--- src/rtl/servo_slew_sequencer.sv ---
// rtl/servo_slew_sequencer.sv - rate-limited servo target sequencer feeding the PWM controller write port
module servo_slew_sequencer #(
  parameter int FRAME_CYCLES = 2000000,
  parameter int DATA_W       = 16,
  parameter int MIN_US       = 500,
  parameter int MAX_US       = 2500,
  parameter int INIT_US      = 1500
) (
  input  logic              clk,
  input  logic              rst,
  input  logic              enable,
  input  logic [DATA_W-1:0] cfg_step,
  input  logic              host_wr,
  input  logic [1:0]        host_addr,
  input  logic [DATA_W-1:0] host_data,
  output logic              host_ack,
  output logic              cs,
  output logic [1:0]        addr,
  output logic [DATA_W-1:0] data,
  output logic              frame_tick,
  output logic              busy,
  output logic [3:0]        at_target
);

  localparam int CNT_W = $clog2(FRAME_CYCLES);

  typedef enum logic [1:0] {S_INIT_WR, S_IDLE, S_UPDATE, S_WRITE} state_t;

  state_t            state_q, state_d;
  logic [1:0]        idx_q, idx_d;
  logic [CNT_W-1:0]  cnt_q;
  logic              tick_q;
  logic [DATA_W-1:0] cur_q [4];
  logic [DATA_W-1:0] tgt_q [4];
  logic              ack_q;
  logic              cs_q, cs_d;
  logic [1:0]        addr_q, addr_d;
  logic [DATA_W-1:0] data_q, data_d;
  logic              upd_en;
  logic [DATA_W-1:0] host_clamped;
  logic [DATA_W-1:0] slew_val;
  logic [DATA_W:0]   cur_x, tgt_x, step_x, sum_x, dist_x;

  // Clamp incoming host targets into the legal servo range
  always_comb begin
    host_clamped = host_data;
    if (host_data < DATA_W'(MIN_US)) host_clamped = DATA_W'(MIN_US);
    else if (host_data > DATA_W'(MAX_US)) host_clamped = DATA_W'(MAX_US);
  end

  // One slew step for the channel selected by idx; extra bit keeps sums from wrapping
  always_comb begin
    cur_x    = {1'b0, cur_q[idx_q]};
    tgt_x    = {1'b0, tgt_q[idx_q]};
    step_x   = {1'b0, cfg_step};
    sum_x    = cur_x + step_x;
    dist_x   = '0;
    slew_val = cur_q[idx_q];
    if (cfg_step == '0) begin
      slew_val = tgt_q[idx_q];
    end else if (cur_x < tgt_x) begin
      slew_val = (sum_x >= tgt_x) ? tgt_q[idx_q] : sum_x[DATA_W-1:0];
    end else if (cur_x > tgt_x) begin
      dist_x   = cur_x - tgt_x;
      slew_val = (step_x >= dist_x) ? tgt_q[idx_q] : (cur_q[idx_q] - cfg_step);
    end
  end

  // Frame counter: free-runs while enabled, held at zero otherwise
  always_ff @(posedge clk or posedge rst) begin
    if (rst) begin
      cnt_q  <= '0;
      tick_q <= 1'b0;
    end else if (!enable) begin
      cnt_q  <= '0;
      tick_q <= 1'b0;
    end else if (cnt_q == CNT_W'(FRAME_CYCLES - 1)) begin
      cnt_q  <= '0;
      tick_q <= 1'b1;
    end else begin
      cnt_q  <= cnt_q + 1'b1;
      tick_q <= 1'b0;
    end
  end

  // FSM state and channel index register
  always_ff @(posedge clk or posedge rst) begin
    if (rst) begin
      state_q <= S_INIT_WR;
      idx_q   <= 2'd0;
    end else begin
      state_q <= state_d;
      idx_q   <= idx_d;
    end
  end

  // Next-state: each active state walks idx through all four channels
  always_comb begin
    state_d = state_q;
    idx_d   = idx_q;
    case (state_q)
      S_INIT_WR: begin
        idx_d = idx_q + 2'd1;
        if (idx_q == 2'd3) state_d = S_IDLE;
      end
      S_IDLE: begin
        idx_d = 2'd0;
        if (tick_q && enable) state_d = S_UPDATE;
      end
      S_UPDATE: begin
        idx_d = idx_q + 2'd1;
        if (idx_q == 2'd3) state_d = S_WRITE;
      end
      S_WRITE: begin
        idx_d = idx_q + 2'd1;
        if (idx_q == 2'd3) state_d = S_IDLE;
      end
      default: begin
        state_d = S_IDLE;
        idx_d   = 2'd0;
      end
    endcase
  end

  // Output decode: write states drive the controller port, UPDATE advances a channel
  always_comb begin
    cs_d   = 1'b0;
    addr_d = 2'd0;
    data_d = '0;
    upd_en = 1'b0;
    busy   = (state_q != S_IDLE);
    case (state_q)
      S_INIT_WR, S_WRITE: begin
        cs_d   = 1'b1;
        addr_d = idx_q;
        data_d = cur_q[idx_q];
      end
      S_UPDATE: upd_en = 1'b1;
      default: ;
    endcase
  end

  // Registered controller port and host acknowledge
  always_ff @(posedge clk or posedge rst) begin
    if (rst) begin
      cs_q   <= 1'b0;
      addr_q <= 2'd0;
      data_q <= '0;
      ack_q  <= 1'b0;
    end else begin
      cs_q   <= cs_d;
      addr_q <= addr_d;
      data_q <= data_d;
      ack_q  <= host_wr;
    end
  end

  // Per-channel target and current widths; UPDATE reads the pre-edge target
  always_ff @(posedge clk or posedge rst) begin
    if (rst) begin
      for (int i = 0; i < 4; i++) begin
        cur_q[i] <= DATA_W'(INIT_US);
        tgt_q[i] <= DATA_W'(INIT_US);
      end
    end else begin
      if (host_wr) tgt_q[host_addr] <= host_clamped;
      if (upd_en)  cur_q[idx_q]     <= slew_val;
    end
  end

  // Per-channel arrival flags
  always_comb begin
    for (int i = 0; i < 4; i++) at_target[i] = (cur_q[i] == tgt_q[i]);
  end

  assign host_ack   = ack_q;
  assign cs         = cs_q;
  assign addr       = addr_q;
  assign data       = data_q;
  assign frame_tick = tick_q;

endmodule

--- config.mk ---
export PLATFORM = sky130hd
export DESIGN_NAME = servo_slew_sequencer
export DESIGN_NICKNAME = d
export VERILOG_FILES = /design/src/rtl/servo_slew_sequencer.sv
export SDC_FILE = /design/constraint.sdc
export NUM_CORES = 1
export LEC_CHECK = 0
export ABC_CLOCK_PERIOD_IN_PS = 16300
export CORE_MARGIN = 2
export CORE_UTILIZATION = 55
export DETAILED_ROUTE_END_ITERATION = 6
export PLACE_DENSITY = 0.74
export SLEW_MARGIN = 20
export SYNTH_ARGS = -nofsm -noshare
export SYNTH_HDL_FRONTEND = slang
export SYNTH_SLANG_ARGS = --single-unit
--- constraint.sdc ---
create_clock -name clk -period 16.3 [get_ports clk]
set_input_delay 3.26 -clock clk [delete_from_list [all_inputs] [get_ports clk]]
set_output_delay 3.26 -clock clk [all_outputs]
set_load 0.01 [all_outputs]
==> results.json, run 1 <==
{
  "critical_path_arrival_ns": 8.16,
  "rows": 54,
  "path_common_cell": "nor2_1",
  "clock-root-buffer": "clkbuf_16",
  "routed-via-count": 10346,
  "crit_type": "input port to flip-flop",
  "holdBufCountCts": 0,
  "clk_path_buf_depth": 2,
  "switching_share_pct": 28.44,
  "maxCapViolations": 0,
  "final_nets": 1473,
  "die_x_um": 153.8,
  "cpPeakStageDelay_ns": 0.53,
  "synthTopCellsByArea": "dfrtp_1, dfstp_2, ha_1",
  "drv_slew": 0,
  "path_clk_slew_ns": 0.07,
  "whs_path_depth": 2,
  "grt_overflow": 0,
  "grt_max_degree": 92,
  "finalSetupTns_ns": 0,
  "clock-sinks": 174,
  "synth_cell_types": 82,
  "ys_ff_latch": 174,
  "synth.largest_area_cell": "dfrtp_1",
  "n_antenna_cell": 0,
  "synth_warnings": 0,
  "numPortBuffers": 63,
  "crit_chain": "clkdlybuf4s50_1 -> inv_1 -> ha_1 -> nor2_1 -> a211oi_1 -> nor2_1 -> a311oi_1 -> o21a_1 -> nor2_1 -> ha_1 -> o21a_1 -> o21ai_0 -> o2111ai_1 -> a21o_1 -> or4_1 -> a21oi_1 -> a211oi_1 -> mux2_2",
  "clk_latency_ns": 0.43,
  "cp-start-kind": "input port",
  "slew_headroom_pct": 29.24,
  "hpwl_um": 26580,
  "worst_ep_required_time_ns": 16.61,
  "syn_avg_cell_area_sq_um": 9.438,
  "grt_pass1_wl_um": 55590,
  "layout-drive-gt1-share_pct": 13.86,
  "drt_iter0_markers": 1087,
  "cts-resized-gates": 0,
  "rr_worst_depth": 21,
  "dr.pass1.iters": 7,
  "peakVddDrop_v": 0.00006440,
  "total_power_mw": 1.081,
  "end_kind": "flip-flop",
  "hold_path_end": "cur_q[2]$_DFFE_PP1P_",
  "regToRegEndpoint": "cur_q[7]$_DFFE_PP1P_",
  "hold_violations": 0,
  "synth_most_common_cell": "nand2_1",
  "pwr-share-clk_pct": 39.6,
  "period_share_pct": 48.17,
  "cts_setup_buffers": 0,
  "postSynthCellCount": 1308,
  "fillers": 1847,
  "wl_per_cell_um": 21.32,
  "min_period_ns": 7.852,
  "p_seq_share_pct": 42.7,
  "drcViolationCount": 0,
  "hold_start": "cur_q[2]$_DFFE_PP1P_",
  "final_area_sq_um": 13790,
  "synth_edf_count": 0,
  "area_delta_synth_final_pct": 11.73,
  "place_congestion": 0.9695,
  "vias_per_cell": 6.324,
  "fmax_ghz": 0.1273,
  "r2r_setup_slack_ns": 9.14,
  "rsz0062_at_grt": "no",
  "slowest_stage": "clkdlybuf4s50_1",
  "rr_startpoint": "idx_q[1]$_DFF_PP0_",
  "async_flop_share_pct": 100.0,
  "pwr-share-comb_pct": 17.7,
  "cts_tree": "done",
  "grt_pass1_vias": 10014,
  "p_int_mw": 0.7732,
  "io_pins": 64,
  "seq_area_frac_synth_pct": 35.84,
  "antenna_found_initial": 0,
  "power.density_nw_per_um2": 78.34,
  "synth_top_area_share_pct": 23.92,
  "p_leak_nw": 5.583,
  "worstHoldPathType": "flip-flop to flip-flop",
  "syn-cell-area_sq_um": 12340,
  "worst_slew_pin_slew_ns": 1.059,
  "skew_ns": 0.009918,
  "dieArea_sq_um": 23660,
  "core_area_sq_um": 21960,
  "status": "finished, final reports clean",
  "placed_area_sq_um": 13160,
  "worst-path-max-fanout": 16,
  "gr-usage-all-layers_pct": 30.16,
  "routed_wl_um": 34880,
  "synth-main-ff-cell": "dfrtp_1",
  "ant_nets": 0,
  "ctsHtreeMaxLevel": 4,
  "cts_buffers": 17,
  "start_util_pct": 56.22,
  "synth_fp_nets": 1438,
  "die_y_um": 153.8,
  "setup_viol": 0,
  "p_switching_mw": 0.3073,
  "synthTopCellsByCount": "nand2_1, dfrtp_1, o21ai_0, xnor2_1, ha_1"
}
## metrics by stage
step | util, % | setup slack [ns] | instances | hold slack (ns)
after floorplan | - | 8.416 | 1308 | 0.4564
after global placement | 59.92 | 8.207 | 1603 | 0.4666
after detailed placement | 59.92 | 8.085 | 1603 | 0.4727
after CTS | 62.74 | 8.509 | 1635 | 0.4830
after global routing | 62.81 | 8.051 | 1636 | 0.5017
final | 62.81 | 8.448 | 1636 | 0.4830
## critical path: cells and delay by family
kind / cells / cell delay, ns
compound gates: 9 / 2.26
buf+inv: 2 / 0.59
simple gates: 4 / 0.86
mux: 1 / 0.34
fa+ha+maj: 2 / 0.82
## cell type report
type	count	area, sq um	area share (%)
timing repair buffer	72	705.7	5.117
clock buffer	19	442.9	3.211
multi-input combinational	1027	7493	54.33
inverter	51	196.4	1.424
tap	280	350.3	2.540
clock inverter	13	176.4	1.279
sequential	174	4427	32.10
## layer usage
| layer | share of wire [%] | track usage [%] | up-vias |
|---|---|---|---|
| met4 | 4.2 | 12.24 | 0 |
| li1 | - | - | 4789 |
| met2 | 46 | 48.48 | 439 |
| met1 | 43 | 41.19 | 5034 |
| met3 | 6.8 | 4.679 | 84 |
| met5 | 0 | 0 | - |
## registers in the layout, indices dropped and copies added (netlist names), 2 cells and up
register / flops
cur_q: 64
tgt_q: 64
cnt_q: 21
data: 16
addr: 2
idx_q: 2
state_q: 2
## how the worst max path moves through the flow
stage | start | end | slack [ns] | cells past startpoint
floorplan | rst | addr[0]$_DFF_PP0_ | 8.42 | 1
global placement | cfg_step[3] | cur_q[5]$_DFFE_PP0P_ | 8.21 | 18
detailed placement | cfg_step[8] | cur_q[5]$_DFFE_PP0P_ | 8.09 | 18
CTS | cfg_step[8] | cur_q[5]$_DFFE_PP0P_ | 8.51 | 18
global route | cfg_step[8] | cur_q[61]$_DFFE_PP0P_ | 8.05 | 18
finish | cfg_step[8] | cur_q[5]$_DFFE_PP0P_ | 8.45 | 18
## cell families after synthesis
family,synth area share [%]
flops,35.84
compound gates,16.44
buf+inv,3.507
mux,8.727
simple gates,17.89
xor+xnor,8.088
fa+ha+maj,9.507
## cell usage in the layout, fill, tap and decap left out, types with 30 or more instances in the layout
master / synthesis / final
o21ai_0: 111 / 111
clkdlybuf4s50_1: 0 / 63
nor2_1: 83 / 83
nand3_1: 30 / 30
mux2_2: 36 / 36
a21oi_1: 55 / 55
dfstp_2: 56 / 56
dfrtp_1: 118 / 116
and2_1: 45 / 45
inv_1: 50 / 49
nand2_1: 129 / 129
xnor2_1: 94 / 94
ha_1: 89 / 89
## power groups by stage
| stage | clock [mW] | sequential [mW] | combinational (mW) |
|---|---|---|---|
| 2_1_floorplan | 0 | 0.464 | 0.131 |
| 3_3_place_gp | 0 | 0.468 | 0.184 |
| 3_5_place_dp | 0 | 0.469 | 0.187 |
| 4_1_cts | 0.431 | 0.461 | 0.188 |
| 5_1_grt | 0.449 | 0.463 | 0.211 |
| 6_report | 0.428 | 0.462 | 0.191 |
No activity file was read; power rests on OpenSTA's default activity.
==> run 2: changes to the inputs <==
ABC_CLOCK_PERIOD_IN_PS = 7630   (was 16300)
clock period = 7.63 ns   (was 16.3 ns; I/O delays follow)
==> run 2 against run 1 <==
Effect of this change:
- clock power rose by 98%
- critical path depth is the same
- total power up 110%
- worst setup slack got worse by 7.1 ns
- routed wire length up 0.24%
- largest cell class unchanged
- critical path type unchanged
==> results.json, run 2 (synthesis results as in run 1) <==
{
  "status": "finished, final reports clean",
  "p_int_mw": 1.587,
  "top_usage_layer": "met2",
  "crit_family": "compound AO/OA/AOI/OAI gates",
  "setup_viol": 0,
  "final_nets": 1477,
  "die_x_um": 153.8,
  "instances_no_fill": 1640,
  "core_area_sq_um": 21960,
  "hpwl_um": 26340,
  "crit_chain": "clkdlybuf4s50_1 -> inv_1 -> ha_1 -> nand2b_1 -> a221oi_2 -> o221ai_2 -> a31o_2 -> nand2_1 -> xnor2_1 -> ha_1 -> a211oi_1 -> o211a_1 -> o2111ai_1 -> a21oi_1 -> nand2_1 -> o31ai_1 -> a211oi_2 -> mux2_2",
  "cts_tree": "done",
  "fillers": 1831,
  "grt_pass1_wl_um": 55320,
  "cpPeakStageDelay_ns": 0.57,
  "dr.pass1.iters": 7,
  "place_congestion": 0.9928,
  "cp-start-kind": "input port",
  "clk_path_buf_depth": 2,
  "pwr-share-clk_pct": 37.8,
  "power.density_nw_per_um2": 162.8,
  "peakVddDrop_v": 0.0001202,
  "clk_latency_ns": 0.43,
  "finalSetupTns_ns": 0,
  "wl_per_cell_um": 21.32,
  "cts_setup_buffers": 0,
  "placed_area_sq_um": 13180,
  "grt.met2_usage_pct": 48.39,
  "crit_type": "input port to flip-flop",
  "slowest_stage": "a21oi_1",
  "ctsHtreeMaxLevel": 4,
  "worst_slew_pin_slew_ns": 1.060,
  "final_area_sq_um": 13780,
  "slew_headroom_pct": 29.31,
  "maxCapViolations": 0,
  "min_period_ns": 6.297,
  "hold_violations": 0,
  "layout-drive-gt1-share_pct": 14.12,
  "ant_nets": 0,
  "area_delta_synth_final_pct": 11.60,
  "r2r_setup_slack_ns": 1.40,
  "pwr-share-comb_pct": 18.2,
  "dieArea_sq_um": 23660,
  "cts_buffers": 17,
  "largestRegisters": "cur_q: 64 flops, tgt_q: 64 flops, cnt_q: 21 flops",
  "worst_ep_required_time_ns": 7.99,
  "drcViolationCount": 0,
  "path_clk_slew_ns": 0.07,
  "rsz0062_at_grt": "no",
  "gr-usage-all-layers_pct": 30.14,
  "routed_wl_um": 34970,
  "grt_pass1_vias": 10120,
  "vias_per_cell": 6.297,
  "numPortBuffers": 63,
  "skew_ns": 0.009303,
  "final_cell_mix": "nand2_1, dfrtp_1, o21ai_0, xnor2_1, ha_1",
  "period_share_pct": 82.52,
  "p_leak_nw": 5.581,
  "antenna_found_initial": 1,
  "grt_overflow": 0,
  "fmax_ghz": 0.1588,
  "n_antenna_cell": 0,
  "drt_iter0_markers": 1167,
  "rows": 54,
  "worstHoldPathType": "flip-flop to flip-flop",
  "start_util_pct": 56.22,
  "switching_share_pct": 29.23,
  "routed-via-count": 10327,
  "grt_max_degree": 96,
  "p_switching_mw": 0.6558,
  "clock-root-buffer": "clkbuf_16",
  "die_y_um": 153.8,
  "cp_num_buf_inv": 2,
  "grtUsageMet3_pct": 5.383,
  "clock-sinks": 174,
  "worst-path-max-fanout": 8,
  "critical_path_arrival_ns": 6.65,
  "cts-resized-gates": 0,
  "p_seq_share_pct": 44.0,
  "dp.cells": 1606,
  "io_pins": 64,
  "layout_commonest_cell": "nand2_1",
  "holdBufCountCts": 0,
  "drv_slew": 0,
  "use_met1_pct": 40.22,
  "end_kind": "flip-flop"
}
-- run 2: power groups by stage --
stage | combinational [mW] | clock, mW | sequential [mW]
2_1_floorplan | 0.279 | 0 | 0.992
3_3_place_gp | 0.394 | 0 | 1.00
3_5_place_dp | 0.398 | 0 | 1.00
4_1_cts | 0.401 | 0.858 | 0.985
5_1_grt | 0.450 | 0.901 | 0.989
6_report | 0.409 | 0.848 | 0.987
-- run 2: final timing paths --
kind | from | cells past startpoint | to
hold / removal | cur_q[58]$_DFFE_PP1P_ | 2 | cur_q[58]$_DFFE_PP1P_
setup / recovery | cfg_step[2] | 18 | cur_q[56]$_DFFE_PP1P_
setup reg to reg | idx_q[0]$_DFF_PP0_ | 17 | cur_q[56]$_DFFE_PP1P_
max in group asynchronous | rst | 3 | idx_q[1]$_DFF_PP0_
hold reg to reg | cur_q[58]$_DFFE_PP1P_ | 2 | cur_q[58]$_DFFE_PP1P_
min in group asynchronous | rst | 2 | data[8]$_DFF_PP0_
-- run 2: area by class of cell --
class | count | area [sq um] | area share [%]
tap | 280 | 350.3 | 2.543
clock inverter | 13 | 130.1 | 0.9446
clock buffer | 19 | 442.9 | 3.215
sequential | 174 | 4427 | 32.13
inverter | 51 | 196.4 | 1.426
multi-input combinational | 1027 | 7493 | 54.40
timing repair buffer | 76 | 735.7 | 5.341
-- run 2: stage by stage --
stage	power [mW]	util [%]	hold slack [ns]	setup slack (ns)
3_5_place_dp	1.399	60.02	0.4718	0.9959
4_1_cts	2.245	62.63	0.4838	1.423
3_3_place_gp	1.394	60.02	0.4667	1.102
5_1_grt	2.341	62.74	0.5115	0.9545
2_1_floorplan	1.271	-	0.4564	1.480
6_report	2.243	62.74	0.4840	1.333
-- run 2: per-layer routing --
layer | routed length [um] | up-vias
met3 | 2759 | 104
met5 | 7 | -
met4 | 1367 | 2
met2 | 16180 | 475
met1 | 14650 | 4944
li1 | - | 4802
-- run 2: worst register-to-register path, cell delays in order (launching register included) --
cell and delay, ns:
dfrtp_2 0.81, buf_4 0.38, mux4_2 0.68, ha_1 0.43, nor3_1 0.48, o221ai_2 0.25
a31o_2 0.29, nand2_1 0.08, xnor2_1 0.21, ha_1 0.32, a211oi_1 0.23, o211a_1 0.19
o2111ai_1 0.13, a21oi_1 0.57, nand2_1 0.27, o31ai_1 0.36, a211oi_2 0.18, mux2_2 0.31
==> run 3: changes to the inputs <==
ABC_CLOCK_PERIOD_IN_PS = 5790   (was 7630)
PLACE_DENSITY = 0.77   (was 0.74)
clock period = 5.79 ns   (was 7.63 ns; I/O delays follow)
==> run 3 against run 2 <==
Effect of this change:
- via count rose by 4.1%
- hold slack improved by 0.0043 ns
- first-iteration DRC count fell by 19%
- core utilization rose by 3.1 points
- global-route usage rose by 1.9 points
- final cell count rose by 4.3%
- clock power rose by 43%
- clock-buffer cell count did not move
- critical path type is now flip-flop to flip-flop
- largest cell class unchanged
==> results.json, run 3 (synthesis results as in run 1) <==
{
  "fillers": 1777,
  "clock-sinks": 174,
  "clk_path_buf_depth": 2,
  "register_area_sq_um": 4429,
  "p_switching_mw": 0.8967,
  "final_nets": 1548,
  "drv_slew": 0,
  "io_pins": 64,
  "final_cell_mix": "nand2_1, dfrtp_1, o21ai_0, xnor2_1, ha_1",
  "maxCapViolations": 0,
  "die_x_um": 153.8,
  "core_area_sq_um": 21960,
  "layout_commonest_cell": "nand2_1",
  "vias_per_cell": 6.284,
  "start_util_pct": 56.22,
  "die_y_um": 153.8,
  "critical_path_arrival_ns": 5.80,
  "routed-via-count": 10752,
  "switching_share_pct": 28.72,
  "worst-path-max-fanout": 25,
  "p_seq_share_pct": 41.7,
  "grt_pass1_vias": 10855,
  "routed_wl_um": 37210,
  "clk_latency_ns": 0.43,
  "grt_overflow": 0,
  "ant_nets": 0,
  "placed_area_sq_um": 13740,
  "skew_ns": 0.01379,
  "gr-usage-all-layers_pct": 32.01,
  "antenna_found_initial": 0,
  "worst_slew_pin_slew_ns": 1.123,
  "rr_worst_depth": 21,
  "crit_chain": "buf_12 -> mux4_2 -> ha_1 -> o21ai_0 -> o21bai_1 -> o211ai_1 -> a21o_1 -> a21oi_1 -> o21ai_0 -> nand2b_1 -> xnor2_1 -> ha_1 -> nand4_1 -> a2111oi_2 -> o41ai_2 -> a31o_2 -> nor2_2 -> buf_4 -> nor2_1 -> a211oi_2 -> a21oi_1",
  "slowest_stage": "mux4_2",
  "slew_headroom_pct": 24.53,
  "path_clk_slew_ns": 0.07,
  "setup_viol": 0,
  "min_period_ns": 5.510,
  "pwr-share-comb_pct": 19.7,
  "worst_ep_required_time_ns": 6.08,
  "whs_path_depth": 2,
  "numPortBuffers": 63,
  "fmax_ghz": 0.1815,
  "dr.pass1.iters": 6,
  "peakVddDrop_v": 0.0001589,
  "finalSetupTns_ns": 0,
  "period_share_pct": 95.17,
  "cp_num_buf_inv": 2,
  "grt_max_degree": 108,
  "drt_iter0_markers": 941,
  "hold_violations": 0,
  "multi_input_area_sq_um": 7562,
  "cp_num_cells": 21,
  "ctsHtreeMaxLevel": 4,
  "end_kind": "flip-flop",
  "clock-root-buffer": "clkbuf_16",
  "p_leak_nw": 5.989,
  "dieArea_sq_um": 23660,
  "rows": 54,
  "n_antenna_cell": 0,
  "status": "finished, final reports clean",
  "wl_per_cell_um": 21.75,
  "cts_buffers": 17,
  "crit_type": "flip-flop to flip-flop",
  "grt_pass1_wl_um": 59010,
  "largestRegisters": "cur_q: 64 flops, tgt_q: 64 flops, cnt_q: 21 flops",
  "hpwl_um": 28250,
  "area_delta_synth_final_pct": 17.14,
  "final_area_sq_um": 14460,
  "worstHoldPathType": "flip-flop to flip-flop",
  "total_power_mw": 3.122,
  "p_int_mw": 2.226,
  "rsz0062_at_grt": "no",
  "layout-drive-gt1-share_pct": 18.94,
  "cpPeakStageDelay_ns": 0.68,
  "power.density_nw_per_um2": 215.9,
  "place_congestion": 0.9708,
  "holdBufCountCts": 0,
  "cts_tree": "done",
  "drcViolationCount": 0,
  "utilization_pct": 65.85,
  "cp-start-kind": "flip-flop",
  "crit_family": "compound AO/OA/AOI/OAI gates",
  "pwr-share-clk_pct": 38.7
}
==> run 3: cell types whose count changed in the layout (fill, tap and decap cells not counted), moves of 2 or more <==
cell        before  now
clkinvlp_4       3    1
a2111oi_0        5    3
a211oi_1        13   11
buf_4           11   80
buf_12           0    3
a211oi_2         5    7
a2111oi_2        0    2
bufinv_16        1    3
==> run 3: final cells by class <==
type                            count  area share, %
Clock buffer                       19          3.063
Clock inverter                     13          1.220
Inverter                           51          1.358
Multi-Input combinational cell   1027          52.30
Sequential cell                   174          30.63
Tap cell                          280          2.423
Timing Repair Buffer              147          9.008
==> run 3: power by group through the flow <==
stage / registers, mW / clock network, mW / logic [mW]
after floorplan: 1.31 / 0 / 0.368
after global placement: 1.32 / 0 / 0.571
after detailed placement: 1.32 / 0 / 0.584
after CTS: 1.30 / 1.21 / 0.592
after global routing: 1.30 / 1.26 / 0.672
final: 1.30 / 1.21 / 0.614
==> run 3: routing by layer <==
| layer | part of all wire (%) | global-route usage [%] |
|---|---|---|
| met5 | 0 | 0 |
| met4 | 5.1 | 15.71 |
| met3 | 6.6 | 4.171 |
| met2 | 46 | 51.42 |
| met1 | 42 | 43.14 |
==> run 3: path summary, 6_finish.rpt <==
| check | from | to | slack [ns] |
|---|---|---|---|
| worst max-delay path | idx_q[0]$_DFF_PP0_ | cur_q[45]$_DFFE_PP0P_ | 0.28 |
| worst min-delay path | cur_q[58]$_DFFE_PP1P_ | cur_q[58]$_DFFE_PP1P_ | 0.49 |
| worst max register to register | idx_q[0]$_DFF_PP0_ | cur_q[45]$_DFFE_PP0P_ | 0.28 |
| worst min register to register | cur_q[58]$_DFFE_PP1P_ | cur_q[58]$_DFFE_PP1P_ | 0.49 |
| max in group asynchronous | rst | cur_q[18]$_DFFE_PP1P_ | 3.58 |
| min in group asynchronous | rst | data[8]$_DFF_PP0_ | 1.28 |
==> run 3: worst min-delay path, cell delays in order (launching register included) <==
cell	delay [ns]
dfstp_2	0.38
nand2_1	0.05
o21ai_1	0.05
==> run 3: what timing repair did <==
item | CTS | global route
buffers inserted | 0 | 3
setup endpoints to repair | 4 | 64
pin swaps | 0 | 1
gates resized for setup | 1 | 15
==> run 3: per-stage QoR <==
| stage | std cells | worst slack (ns) | hold slack, ns |
|---|---|---|---|
| floorplan | 1308 | 0.007827 | 0.4564 |
| global placement | 1676 | 0.02034 | 0.4674 |
| detailed placement | 1676 | -0.04434 | 0.4740 |
| CTS | 1708 | 0.06407 | 0.4837 |
| global route | 1711 | 0.01519 | 0.5061 |
| finish | 1711 | 0.2797 | 0.4884 |
